**src/rtl/cdec8_pkg.sv**
```systemverilog
// cdec8_pkg: shared state, register, ALU and opcode codes for the CDEC8 control unit
package cdec8_pkg;
  typedef enum logic [3:0] {
    ST_RST = 4'h0, ST_F0 = 4'h1, ST_F1 = 4'h2, ST_F2 = 4'h3, ST_D = 4'h4,
    ST_O0 = 4'h5, ST_O1 = 4'h6, ST_O2 = 4'h7, ST_E0 = 4'h8, ST_E1 = 4'h9,
    ST_HALT = 4'hF
  } state_t;
  localparam logic [2:0] XS_PC = 3'd0, XS_A = 3'd1, XS_B = 3'd2, XS_C = 3'd3,
                         XS_R = 3'd4, XS_RDR = 3'd5, XS_FLG = 3'd6, XS_FF = 3'd7;
  localparam logic [2:0] XD_PC = 3'd0, XD_A = 3'd1, XD_B = 3'd2, XD_C = 3'd3,
                         XD_MAR = 3'd4, XD_WDR = 3'd5, XD_T = 3'd6, XD_I = 3'd7;
  localparam logic [1:0] MM_NONE = 2'b00, MM_WR = 2'b01, MM_RD = 2'b10;
  localparam logic [4:0] ALU_THR = 5'h00, ALU_INC = 5'h01, ALU_ADD = 5'h04, ALU_SUB = 5'h05,
                         ALU_AND = 5'h06, ALU_OR = 5'h07, ALU_EOR = 5'h08;
  localparam logic [3:0] OP_NOP = 4'h0, OP_LDI = 4'h1, OP_LD = 4'h2, OP_ST = 4'h3,
                         OP_ADD = 4'h4, OP_SUB = 4'h5, OP_AND = 4'h6, OP_OR = 4'h7,
                         OP_EOR = 4'h8, OP_CMP = 4'h9, OP_JMP = 4'hA, OP_BCC = 4'hB,
                         OP_HLT = 4'hF;
  localparam logic [3:0] CC_AL = 4'd0, CC_Z = 4'd1, CC_NZ = 4'd2, CC_C = 4'd3,
                         CC_NC = 4'd4, CC_S = 4'd5, CC_NS = 4'd6;
  typedef struct packed {
    logic [1:0] mmrw;
    logic       fwr;
    logic       rwr;
    logic [2:0] xdst;
    logic [4:0] aluop;
    logic [2:0] xsrc;
  } ctrl_t;
  localparam ctrl_t CTRL_IDLE = '{mmrw: MM_NONE, fwr: 1'b0, rwr: 1'b0, xdst: XD_T, aluop: ALU_THR, xsrc: XS_FF};
  localparam ctrl_t CTRL_ADR  = '{mmrw: MM_NONE, fwr: 1'b0, rwr: 1'b1, xdst: XD_MAR, aluop: ALU_INC, xsrc: XS_PC};
  localparam ctrl_t CTRL_RD   = '{mmrw: MM_RD, fwr: 1'b0, rwr: 1'b0, xdst: XD_PC, aluop: ALU_THR, xsrc: XS_R};
  function automatic logic [4:0] alu_of(input logic [3:0] op);
    return op == OP_ADD ? ALU_ADD : op == OP_AND ? ALU_AND : op == OP_OR ? ALU_OR :
           op == OP_EOR ? ALU_EOR : ALU_SUB;
  endfunction
  // ra=11 aliases A
  function automatic logic [2:0] reg_of(input logic [1:0] ra);
    return ra == 2'b11 ? XS_A : {1'b0, ra} + 3'd1;
  endfunction
endpackage

```
**src/rtl/cdec8_cu_if.sv**
```systemverilog
// cdec8_cu_if: control unit <-> data path bundle; step exists only with CDEC8_SINGLE_STEP_EN
interface cdec8_cu_if;
  import cdec8_pkg::*;
  logic [7:0] I;
  logic [2:0] SZCy;
  ctrl_t      ctrl;
  logic [3:0] state;
  logic       halt;
  logic       fetch;
`ifdef CDEC8_SINGLE_STEP_EN
  logic       step;
  modport master(input I, SZCy, step, output ctrl, state, halt, fetch);
  modport slave(output I, SZCy, step, input ctrl, state, halt, fetch);
`else
  modport master(input I, SZCy, output ctrl, state, halt, fetch);
  modport slave(output I, SZCy, input ctrl, state, halt, fetch);
`endif
endinterface

```
**src/rtl/cdec8_cond_eval.sv**
```systemverilog
// cdec8_cond_eval: branch condition code against live {S,Z,Cy} flags
module cdec8_cond_eval
  import cdec8_pkg::*;
(
  input  logic [3:0] i_cond,
  input  logic [2:0] i_szcy,
  output logic       o_taken
);
  logic w_s, w_z, w_c;
  assign {w_s, w_z, w_c} = i_szcy;
  assign o_taken = i_cond == CC_AL ? 1'b1 : i_cond == CC_Z ? w_z : i_cond == CC_NZ ? !w_z :
                   i_cond == CC_C ? w_c : i_cond == CC_NC ? !w_c : i_cond == CC_S ? w_s :
                   i_cond == CC_NS ? !w_s : 1'b0;
endmodule

```
**src/rtl/cdec8_cu.sv**
```systemverilog
// cdec8_cu: CDEC8 Moore microsequencer (fetch/decode/operand/execute).
// Define CDEC8_SINGLE_STEP_EN to gate decode on a latched rising edge of step.
module cdec8_cu
  import cdec8_pkg::*;
#(
  parameter int RST_PC_CYC = 1
) (
  input logic          clock,
  input logic          reset,
  cdec8_cu_if.master   cu
);
  state_t     r_state, w_next;
  logic [3:0] r_cnt;
  ctrl_t      w_ctrl;
  logic [3:0] w_op;
  logic [2:0] w_ra;
  logic       w_alu, w_taken, w_go;
  assign w_op  = cu.I[7:4];
  assign w_ra  = reg_of(cu.I[3:2]);
  assign w_alu = w_op >= OP_ADD && w_op <= OP_CMP;
  cdec8_cond_eval u_cond (.i_cond(cu.I[3:0]), .i_szcy(cu.SZCy), .o_taken(w_taken));
`ifdef CDEC8_SINGLE_STEP_EN
  logic r_step_d, r_step_pend;
  // an edge seen during F0 itself still counts for the upcoming decode
  always_ff @(posedge clock or posedge reset)
    if (reset) begin
      r_step_d    <= 1'b0;
      r_step_pend <= 1'b0;
    end else begin
      r_step_d    <= cu.step;
      r_step_pend <= (cu.step & ~r_step_d) | (r_step_pend & (r_state != ST_F0));
    end
  assign w_go = r_step_pend;
`else
  assign w_go = 1'b1;
`endif
  always_ff @(posedge clock or posedge reset)
    if (reset) begin
      r_state <= ST_RST;
      r_cnt   <= 4'(RST_PC_CYC);
    end else begin
      r_state <= w_next;
      r_cnt   <= (r_state == ST_RST && r_cnt > 4'd1) ? r_cnt - 4'd1 : r_cnt;
    end
  always_comb begin
    w_next = r_state;
    w_ctrl = CTRL_IDLE;
    case (r_state)
      ST_RST: w_next = r_cnt <= 4'd1 ? ST_F0 : ST_RST;
      ST_F0: begin
        w_ctrl = CTRL_ADR;
        w_next = ST_F1;
      end
      ST_F1: begin
        w_ctrl = CTRL_RD;
        w_next = ST_F2;
      end
      ST_F2: begin
        w_ctrl.xsrc = XS_RDR;
        w_ctrl.xdst = XD_I;
        w_next = ST_D;
      end
      ST_D: w_next = !w_go ? ST_D : w_op == OP_HLT ? ST_HALT :
                     (w_op == OP_NOP || w_op > OP_BCC) ? ST_F0 : ST_O0;
      ST_O0: begin
        w_ctrl = CTRL_ADR;
        w_next = ST_O1;
      end
      ST_O1: begin
        w_ctrl = CTRL_RD;
        w_next = (w_op == OP_BCC && !w_taken) ? ST_F0 : ST_O2;
      end
      ST_O2: begin
        w_ctrl.xsrc = XS_RDR;
        w_ctrl.xdst = w_op == OP_LDI ? w_ra : (w_op == OP_LD || w_op == OP_ST) ? XD_MAR :
                      w_alu ? XD_T : XD_PC;
        w_next = (w_op == OP_LDI || w_op == OP_JMP || w_op == OP_BCC) ? ST_F0 : ST_E0;
      end
      ST_E0: begin
        w_next = w_op == OP_CMP ? ST_F0 : ST_E1;
        if (w_op == OP_LD) w_ctrl.mmrw = MM_RD;
        else if (w_op == OP_ST) begin
          w_ctrl.xsrc = w_ra;
          w_ctrl.xdst = XD_WDR;
        end else if (w_alu) begin
          w_ctrl.xsrc  = w_ra;
          w_ctrl.aluop = alu_of(w_op);
          w_ctrl.rwr   = 1'b1;
          w_ctrl.fwr   = 1'b1;
        end
      end
      ST_E1: begin
        w_next = ST_F0;
        if (w_op == OP_LD) begin
          w_ctrl.xsrc = XS_RDR;
          w_ctrl.xdst = w_ra;
        end else if (w_op == OP_ST) w_ctrl.mmrw = MM_WR;
        else if (w_alu) begin
          w_ctrl.xsrc = XS_R;
          w_ctrl.xdst = w_ra;
        end
      end
      ST_HALT: w_next = ST_HALT;
      default: w_next = ST_RST;
    endcase
  end
  assign cu.ctrl  = w_ctrl;
  assign cu.state = r_state;
  assign cu.halt  = r_state == ST_HALT;
  assign cu.fetch = r_state == ST_F0;
endmodule

```
**src/flat_wrapper.sv**
```systemverilog
// flat-port wrapper written by rule: the top's interface ports become plain ports
module cdec8_cu_flat import cdec8_pkg::*;
#(
  parameter int RST_PC_CYC = 1
)
  (clock, reset, cu_I, cu_SZCy, cu_ctrl, cu_state, cu_halt, cu_fetch);
  cdec8_cu_if cu_i ();
  input logic clock;
  input logic reset;
  input wire logic [$bits(cu_i.I)-1:0] cu_I;
  input wire logic [$bits(cu_i.SZCy)-1:0] cu_SZCy;
  output wire logic [$bits(cu_i.ctrl)-1:0] cu_ctrl;
  output wire logic [$bits(cu_i.state)-1:0] cu_state;
  output wire logic [$bits(cu_i.halt)-1:0] cu_halt;
  output wire logic [$bits(cu_i.fetch)-1:0] cu_fetch;
  assign cu_i.I = cu_I;
  assign cu_i.SZCy = cu_SZCy;
  assign cu_ctrl = cu_i.ctrl;
  assign cu_state = cu_i.state;
  assign cu_halt = cu_i.halt;
  assign cu_fetch = cu_i.fetch;
  cdec8_cu #(.RST_PC_CYC(RST_PC_CYC)) u_core (.clock(clock), .reset(reset), .cu(cu_i));
endmodule
```
**config.mk**
```make
export PLATFORM = sky130hd
export DESIGN_NAME = cdec8_cu_flat
export DESIGN_NICKNAME = d
export VERILOG_FILES = /design/src/rtl/cdec8_pkg.sv /design/src/rtl/cdec8_cu_if.sv /design/src/rtl/cdec8_cond_eval.sv /design/src/rtl/cdec8_cu.sv /design/src/flat_wrapper.sv
export SDC_FILE = /design/constraint.sdc
export NUM_CORES = 1
export LEC_CHECK = 0
export ABC_AREA = 1
export CORE_MARGIN = 5
export CORE_UTILIZATION = 45
export DETAILED_ROUTE_END_ITERATION = 16
export DONT_BUFFER_PORTS = 1
export PLACE_DENSITY_LB_ADDON = 0.2
export SYNTH_ARGS = -nofsm -noshare
export SYNTH_HDL_FRONTEND = slang
export SYNTH_SLANG_ARGS = --single-unit
```
**constraint.sdc**
```tcl
create_clock -name clock -period 2.3 [get_ports clock]
set_clock_uncertainty 0.2 [all_clocks]
set_input_delay 0.46 -clock clock [delete_from_list [all_inputs] [get_ports clock]]
set_output_delay 0.46 -clock clock [all_outputs]
set_load 0.02 [all_outputs]
```
* Word-level counts from Yosys, hierarchy flattened *
Cells that the tools add are included.
W data, S select, Z words.

storage, ports and cells
  register bits after elaboration = 8
  bits of input ports = 13
  output and inout port bits = 21
  word-level logic and storage cells = 97

cells by class
  add/subtract/negate cells = 2
  order comparisons = 5
  equality and inequality tests = 28
  muxes and demuxes = 43
  reduce and logical (&&, ||, !) cells = 17

operator list
  operator              count
  $pmux W4 S11          1
  $eq A4 B3 Y1 const B  10
  $mux W3               12
  $eq A4 B4 Y1 const B  8
  $eq A4 B2 Y1 const B  6
  $mux W5               4
  $pmux W3 S6           1
  $mux W4               4
  $pmux W3 S5           1
  $mux W13              1
  $eq A4 B1 Y1 const B  3
  $logic_not A4 Y1      3
  $mux W2               6
  $pmux W5 S2           1
  $mux W1               9
  $mux W8               1
  $pmux W2 S3           1
  $reduce_or A2 Y1      3
  $ge A4 B3 Y1 const B  1
  $gt A4 B1 Y1 const B  1
  $gt A4 B4 Y1 const B  1
  $le A4 B1 Y1 const B  1
  $le A4 B4 Y1 const B  1
  $logic_not A1 Y1      4
  other kinds (6)       11

* Longest topological paths before layout *
Gate-level depths: netlist of the first run.

  depth after elaboration = 12
  mapped depth = 9
  mapped depth without buffers = 9

* Modules after synthesis *
Synthesis of the first run repeated with hierarchy kept, for this count alone.

second synthesis, totals
  cell total of the unflattened synthesis = 171
  area total of the unflattened synthesis = 1013.5 µm²

modules (own cells, without submodules)
  module           times used  cells an instance  area an instance (µm²)  sequential area each (µm²)
  cdec8_cu         1           153                929.6                   201.4
  cdec8_cond_eval  1           18                 83.8                    0.0

* Least setup slack after synthesis of the first run *
No wires, ideal clock.

  path kind = register to output
  start point = reg u_core.r_state[2], in the netlist u_core.cu.state[2]
  end point = out cu_ctrl[3]
  arrival = 1433 ps
  data required time = 1640 ps
  path slack = 207 ps
  cell stages (with the launch flop) = 8
  buffers on the path = 0
  path through = dfrtp_1 > inv_2 > nand3_2 > inv_1 > nand2_2 > a21oi_2 > o21ai_0 > nand2_1

on the way
  cells in the longest elaborated chain, start to end = 3
  elaborated cells on any way between the ends = 5
  those cells by class = eq/ne: 3; mux: 1; reduce/logical: 1

ends and longest elaborated chain
  what                                          RTL line            source
  start, declared                               cdec8_cu.sv:12      state_t r_state, w_next;
  start signal, assigned                        cdec8_cu.sv:42      r_state <= w_next;
  $eq A4 B1 Y1 or $eq A4 B3 Y1 (tied branches)  cdec8_cu.sv:48      case (r_state)
  $reduce_or A2 Y1 (no line)                    --
  $pmux W5 S2 *                                 cdec8_cu.sv:48
  end, declared                                 flat_wrapper.sv:12  output wire logic [$bits(cu_i.ctrl)-1:0] cu_ctrl;

Every way passes the cells marked *; elsewhere a longest branch is shown, timed or not.

* Final worst setup path of the first run *
  start point = reg u_core.r_state[1], in the netlist u_core.cu.state[1]
  end point = out cu_ctrl[1]

on the way
  cells in the longest elaborated chain, start to end = 3
  elaborated cells on any way between the ends = 12
  those cells by class = eq/ne: 8; mux: 1; reduce/logical: 3

ends and longest elaborated chain
  what                                        RTL line
  $eq A4 B2 Y1, or another cell as far along  cdec8_cu.sv:48
  $reduce_or A2 Y1 (no line)                  --
  $pmux W3 S5 *                               cdec8_cu.sv:48

Marked as above.

==> results.md, run 1 <==
* Result of the run: complete, no violations
* X dimension of the die at 55.5 um
* Critical path endpoint category: output pin
* Length in cells of the worst reg-to-reg path at 8
* Setup-failing EPs final at 0
* Share of the core filled with cells at 56.5%
* Overall overflow remaining after global route at 0
* Minimum hold slack at 0.247 ns
* Number of setup buffers added after CTS at 0
* Pin count of the biggest net entering global routing at 9
* # H-tree levels at 1
* Synthesized Nets at 177
* CTS tree: done
* First DRT Iteration DRCs at 43
* Total of fill cells in the finished design at 206
* Initial core utilization at 47.4%
* Synthesized area at 930 um2
* Total negative slack for setup checks at 0 ns
* Antenna violations before repair at 0
* Total half-perimeter wirelength after legalization and detailed placement at 1910 um
* Register-to-register setup slack at 0.66 ns
* Placeable core region at 1960 um2
* Clock edge transition at the registers on the reported setup and hold paths at 0.05 ns
* Share of cells above drive strength 1 at 18.6%
* Post-synthesis to final-layout area growth at 19.2%
* Number of buffers created by CTS at 3
* Remaining antenna violation count at 0
* Critical path startpoint category: flip-flop
* Weighted congestion reported at the end of routability-driven placement at 0.924
* Total number of nets in the final design at 190
* Chip height at 55.5 um
* Count of unresolved DRC violations after routing at 0
* Number of warnings issued by yosys at 0
* Num rows at 16
* Post-layout instance count excluding filler cells at 199
* Number of maximum-capacitance violations at 0
* Worst path required time at 1.64 ns
* Total number of vias at 1022
* Static leakage at 0.597 nW
* Placement Setup Slack at 0.188 ns
* Overall routing resource usage at 15.0%
* Count of inserted antenna diode cells at 0
* Clk Tree Root Cell: sky130_fd_sc_hd__clkbuf_4
* Proportion of synthesized chip area in sequential cells at 21.7%
* Post-route setup slack at 0.0676 ns
* Count of different cell masters after synthesis at 26
* Via count of the first global-routing pass at 944
* Number of placed instances, taps included at 194
* Wire length of the first global-routing pass at 3810 um
* Total routed wirelength at 2320 um
* WP data arrival at 1.57 ns
* Kind of path behind the tightest hold check: input port to flip-flop
* Max-slew violation count at 0
* Count of pins on the block boundary at 34
* Detailed-routing iteration count for the pre-antenna-repair pass at 4
* Number of buffers added on ports at 0
* Routed length per placed instance at 11.7 um
* Kind of critical path: flip-flop to output pin
* Power Dens Cells at 1080 nW/um2
* Synthesized area per cell at 5.81 um2
* Die outline area at 3070 um2
* Max VDD drop at 0.518 mV
* Final hold violation count at 0
* Clock period minus worst slack at 2.23 ns
* Portion of the clock cycle consumed by the worst path in the final layout at 97.1%
* Post-DR vias/cell at 5.14
* Clock sink count at 8
* Maximum root-to-sink buffer count at 2
* Worst-skew pair later-pin latency at 0.25 ns
* Yosys reg bits at 8
* Max Fclk at 0.448 GHz
* Largest fanout on the critical path at 5
* Number of stages on the worst hold path at 3
* Post-Syn Instances at 160
-- registers in the layout, summed over array words and instances (netlist names) --
name / cells
u_core.cu.state: 4
u_core.r_cnt: 4
-- worst max-delay path: stages (launching register included) --
cell and delay, ns:
sky130_fd_sc_hd__dfrtp_2 0.44, sky130_fd_sc_hd__inv_2 0.11, sky130_fd_sc_hd__nand3_4 0.11, sky130_fd_sc_hd__nor2_4 0.11, sky130_fd_sc_hd__inv_1 0.08, sky130_fd_sc_hd__nor2_1 0.14
sky130_fd_sc_hd__inv_1 0.09, sky130_fd_sc_hd__nand4_1 0.23
-- cells in the final DEF, fill, tap and decap left out, types with 4 or more instances in the layout --
cell / instances
sky130_fd_sc_hd__nand2_1: 42
sky130_fd_sc_hd__inv_1: 26
sky130_fd_sc_hd__nor2_1: 25
sky130_fd_sc_hd__nand3_1: 11
sky130_fd_sc_hd__o21ai_0: 8
sky130_fd_sc_hd__buf_4: 8
sky130_fd_sc_hd__a21oi_1: 4
sky130_fd_sc_hd__ha_1: 4
sky130_fd_sc_hd__dfrtp_2: 4
-- cell type report --
cell class	instances	area (um2)	area share [%]
Multi-Input combinational cell	122	661	59.6
Tap cell	27	33.8	3.05
Timing Repair Buffer	9	70.1	6.32
Inverter	29	111	10.0
Clock buffer	4	26.3	2.37
Sequential cell	8	206	18.6
-- cells by family after synthesis --
family                     share of synthesized area [%]
and+or+nand+nor                                     45.1
buffers and inverters                               12.5
AOI/OAI and AO/OA                                   12.1
DFF                                                 21.7
adders and majority gates                           5.38
xor gates and xnor gates                            2.83
other                                              0.403
-- per-layer routing --
layer  routed length, um  track usage, %  share of wire (%)
met1                 956            18.5                 41
met2                1090            23.3                 47
met3                 250            6.06                 11
met4                  27            5.90                1.2
met5                   0               0                  0
-- synthesized netlist by cell type --
cell | count | area share [%]
sky130_fd_sc_hd__nand2_1 | 43 | 17
sky130_fd_sc_hd__inv_1 | 27 | 11
sky130_fd_sc_hd__nor2_1 | 27 | 11
sky130_fd_sc_hd__nand3_1 | 13 | 7.0
sky130_fd_sc_hd__o21ai_0 | 9 | 4.8
sky130_fd_sc_hd__dfrtp_1 | 7 | 19
sky130_fd_sc_hd__a21oi_1 | 4 | 2.2
sky130_fd_sc_hd__ha_1 | 4 | 5.4
sky130_fd_sc_hd__nand4_1 | 3 | 2.0
sky130_fd_sc_hd__inv_2 | 2 | 0.81
sky130_fd_sc_hd__nand2_2 | 2 | 1.3
sky130_fd_sc_hd__nor3_1 | 2 | 1.1
sky130_fd_sc_hd__o2111ai_1 | 2 | 1.9
sky130_fd_sc_hd__or2_1 | 2 | 1.3
sky130_fd_sc_hd__xor2_1 | 2 | 1.9
sky130_fd_sc_hd__a21o_1 | 1 | 0.81
sky130_fd_sc_hd__a21oi_2 | 1 | 0.94
sky130_fd_sc_hd__buf_4 | 1 | 0.81
sky130_fd_sc_hd__conb_1 | 1 | 0.40
sky130_fd_sc_hd__dfstp_2 | 1 | 2.8
sky130_fd_sc_hd__nand3_2 | 1 | 1.1
sky130_fd_sc_hd__nor2_4 | 1 | 1.2
sky130_fd_sc_hd__nor3_4 | 1 | 1.8
sky130_fd_sc_hd__o211ai_1 | 1 | 0.81
sky130_fd_sc_hd__o22ai_1 | 1 | 0.67
sky130_fd_sc_hd__xnor2_1 | 1 | 0.94
-- stage by stage --
step	cell area (um2)	total power, mW
2_1_floorplan	930	0.827
3_3_place_gp	1020	0.996
3_5_place_dp	1020	1.00
4_1_cts	1070	1.15
5_1_grt	1110	1.29
6_report	1110	1.19
-- where the power goes --
group / leakage, nW / internal (mW) / total (mW) / switching (mW)
Sequential: 0.0977 / 0.181 / 0.250 / 0.0691
Combinational: 0.485 / 0.254 / 0.830 / 0.576
Clock: 0.0150 / 0.0664 / 0.115 / 0.0486
Total: 0.597 / 0.501 / 1.19 / 0.694
-- path summary, 6_finish.rpt --
path / startpoint / end
max in group asynchronous: reset / u_core.r_cnt[0]
min in group asynchronous: reset / u_core.r_cnt[1]
min: cu_I[5] / u_core.cu.state[3]
min reg2reg: u_core.r_cnt[1] / u_core.r_cnt[1]
max reg2reg: u_core.r_cnt[0] / u_core.r_cnt[1]
max: u_core.cu.state[1] / cu_ctrl[1]
-- what timing repair did --
action / 4_1_cts / 5_1_grt
hold endpoints to repair: 7 / 0
endpoints found under the setup margin: 3 / 9
gates cloned: 0 / 0
hold buffers: 1 / 0
gates resized for setup: 4 / 14
pin swaps: 0 / 2
No activity file was read; power rests on OpenSTA's default activity.
==> run 2, diff against run 1 <==
- CTS_CLUSTER_DIAMETER: default -> 100
==> results of run 2 <==
Same layout as run 1: the final DEF is identical, and so are final timing and power.
==> run 3, diff against run 2 <==
--- a/config.mk
+++ b/config.mk
@@ -17 +17,2 @@
 export SYNTH_SLANG_ARGS = --single-unit
+export TNS_END_PERCENT = 20
==> constraint.sdc (replaced) <==
create_clock -name clock -period 2.3 [get_ports clock]
set_clock_uncertainty 0.2 [all_clocks]
set_input_delay 0.345 -clock clock [delete_from_list [all_inputs] [get_ports clock]]
set_output_delay 0.345 -clock clock [all_outputs]
set_load 0.02 [all_outputs]
==> results.md, run 3 (synthesized netlist as in run 1, its figures left out) <==
* Overall routing resource usage at 15.4% (was 15.0%)
* Initial core utilization at 47.4% (unchanged)
* Total routed wirelength at 2320 um (about the same)
* Worst path required time at 1.75 ns (was 1.64 ns)
* CTS tree: done (unchanged)
* Number of buffers added on ports at 0 (unchanged)
* Remaining antenna violation count at 0 (unchanged)
* Clock sink count at 8 (unchanged)
* Total half-perimeter wirelength after legalization and detailed placement at 1870 um (was 1910 um)
* X dimension of the die at 55.5 um (unchanged)
* Most used cells in the layout excluding fill and tap cells: 43 x sky130_fd_sc_hd__nand2_1, 27 x sky130_fd_sc_hd__inv_1, 25 x sky130_fd_sc_hd__nor2_1, 13 x sky130_fd_sc_hd__nand3_1, 9 x sky130_fd_sc_hd__o21ai_0 (was 42 x sky130_fd_sc_hd__nand2_1, 26 x sky130_fd_sc_hd__inv_1, 25 x sky130_fd_sc_hd__nor2_1, 11 x sky130_fd_sc_hd__nand3_1)
* Maximum root-to-sink buffer count at 2 (unchanged)
* Worst-skew pair later-pin latency at 0.26 ns (was 0.25 ns)
* Routed length per placed instance at 11.8 um (was 11.7 um)
* Setup repair after global routing missed its margin: true
* Kind of critical path: flip-flop to output pin (unchanged)
* Minimum hold slack at 0.158 ns (was 0.247 ns)
* Met2 demand-to-capacity share in global routing at 23.0% (was 23.3%)
* Number of placed instances, taps included at 192 (was 194)
* Overall power after layout at 1.10 mW (was 1.19 mW)
* Max VDD drop at 0.478 mV (was 0.518 mV)
* Least-Margin Pin Slew at 0.534 ns
* Number of maximum-capacitance violations at 0 (unchanged)
* Area after DPL at 1000 um2 (was 1020 um2)
* Clock period minus worst slack at 2.22 ns (was 2.23 ns)
* Largest fanout on the critical path at 8 (was 5)
* Placement Setup Slack at 0.276 ns (was 0.188 ns)
* Number of buffers created by CTS at 3 (unchanged)
* Max-slew violation count at 0 (unchanged)
* Critical path endpoint category: output pin (unchanged)
* Clk Tree Root Cell: sky130_fd_sc_hd__clkbuf_4 (unchanged)
* Post-route setup slack at 0.0760 ns (was 0.0676 ns)
* Setup-failing EPs final at 0 (unchanged)
* Count of inserted antenna diode cells at 0 (unchanged)
* Worst slew margin relative to its limit at 64.3%
* Total number of vias at 1007 (was 1022)
* Num rows at 16 (unchanged)
* Overall overflow remaining after global route at 0 (unchanged)
* Chip height at 55.5 um (unchanged)
* Detailed-routing iteration count for the pre-antenna-repair pass at 4 (unchanged)
* Max Fclk at 0.450 GHz (was 0.448 GHz)
* Weighted congestion reported at the end of routability-driven placement at 0.855 (was 0.924)
* WP data arrival at 1.68 ns (was 1.57 ns)
* Post-DR vias/cell at 5.11 (was 5.14)
* Share of cells above drive strength 1 at 12.4% (was 18.6%)
* Placeable core region at 1960 um2 (unchanged)
* Final hold violation count at 0 (unchanged)
* Layer with the highest usage after global routing: met2 (unchanged)
* Pin count of the biggest net entering global routing at 9 (unchanged)
* Post-synthesis to final-layout area growth at 12.2% (was 19.2%)
* Power Dens Cells at 1050 nW/um2 (was 1080 nW/um2)
* Post-layout instance count excluding filler cells at 197 (was 199)
* Count of unresolved DRC violations after routing at 0 (unchanged)
* First DRT Iteration DRCs at 43 (unchanged)
* Die outline area at 3070 um2 (unchanged)
* Cell area after layout at 1040 um2 (was 1110 um2)
* Critical path startpoint category: flip-flop (unchanged)
* Result of the run: complete, no violations (unchanged)
* Via count of the first global-routing pass at 924 (was 944)
* Antenna violations before repair at 0 (unchanged)
* Most common library cell in the layout ignoring fill and taps: sky130_fd_sc_hd__nand2_1 (unchanged)
* Count of pins on the block boundary at 34 (unchanged)
* Clock edge transition at the registers on the reported setup and hold paths at 0.05 ns (about the same)
* Kind of path behind the tightest hold check: input port to flip-flop (unchanged)
* # H-tree levels at 1 (unchanged)
* Total number of nets in the final design at 188 (was 190)
* Wire length of the first global-routing pass at 3840 um (was 3810 um)
* Static leakage at 0.572 nW (was 0.597 nW)
* Global routing usage on met3 at 8.16% (was 6.06%)
* Portion of the clock cycle consumed by the worst path in the final layout at 96.7% (was 97.1%)
* Met1 usage in global routing at 18.6% (was 18.5%)
run 3: changes by cell type in the layout (fill, tap and decap cells not counted), moves of 2 or more:
cell                      before  now
sky130_fd_sc_hd__buf_4         8    6
sky130_fd_sc_hd__dfrtp_1       3    6
sky130_fd_sc_hd__dfrtp_2       4    1
sky130_fd_sc_hd__nand3_1      11   13
sky130_fd_sc_hd__nor2_2        0    2
sky130_fd_sc_hd__nor2_4        3    1
run 3: through the flow:
stage                     util [%]  TNS, ns
after floorplan                  -        0
after global placement        51.0        0
after detailed placement      51.0        0
after CTS                     53.1        0
after global routing          53.2  -0.0478
final                         53.2        0
run 3: critical path: stages, from the launching register on:
cell and delay (ns):
sky130_fd_sc_hd__dfrtp_1 0.51, sky130_fd_sc_hd__nand3_2 0.18, sky130_fd_sc_hd__nor2_2 0.27, sky130_fd_sc_hd__nand3_1 0.18
sky130_fd_sc_hd__o2111ai_1 0.29
run 3: where the power goes:
part,total [mW],switching [mW],internal (mW)
clock network,0.117,0.0507,0.0665
logic,0.736,0.533,0.204
registers,0.245,0.0695,0.176
total,1.10,0.653,0.446
run 3: per-layer routing:
metal | part of all wire [%] | wire, um
met1 | 43 | 1010
met2 | 46 | 1070
met3 | 10 | 233
met4 | 0.47 | 11
met5 | 0 | 0
run 3: repair_timing:
action	CTS	global route
hold buffers	1	0
gates resized for setup	2	1
buffers inserted	0	0
endpoints found under the hold margin	8	0
endpoints found under the setup margin	1	4
run 3: final cells by class:
cell class / instances / area, um2
multi-input cells: 122 / 617
flip-flops and latches: 8 / 203
well taps: 27 / 33.8
inverters: 29 / 109
fillers: 218 / 918
repair buffers: 7 / 55.1
clock buffers: 4 / 26.3
run 3: worst paths after layout:
check,startpoint,to,slack (ns),depth (start not counted)
worst max-delay path,u_core.cu.state[3],cu_ctrl[0],0.08,4
worst min-delay path,cu_I[4],u_core.cu.state[3],0.16,3
worst max register to register,u_core.r_cnt[0],u_core.r_cnt[1],0.66,8
worst min register to register,u_core.r_cnt[3],u_core.r_cnt[3],0.34,2
max in group asynchronous,reset,u_core.r_cnt[0],1.35,2
min in group asynchronous,reset,u_core.r_cnt[1],0.26,2
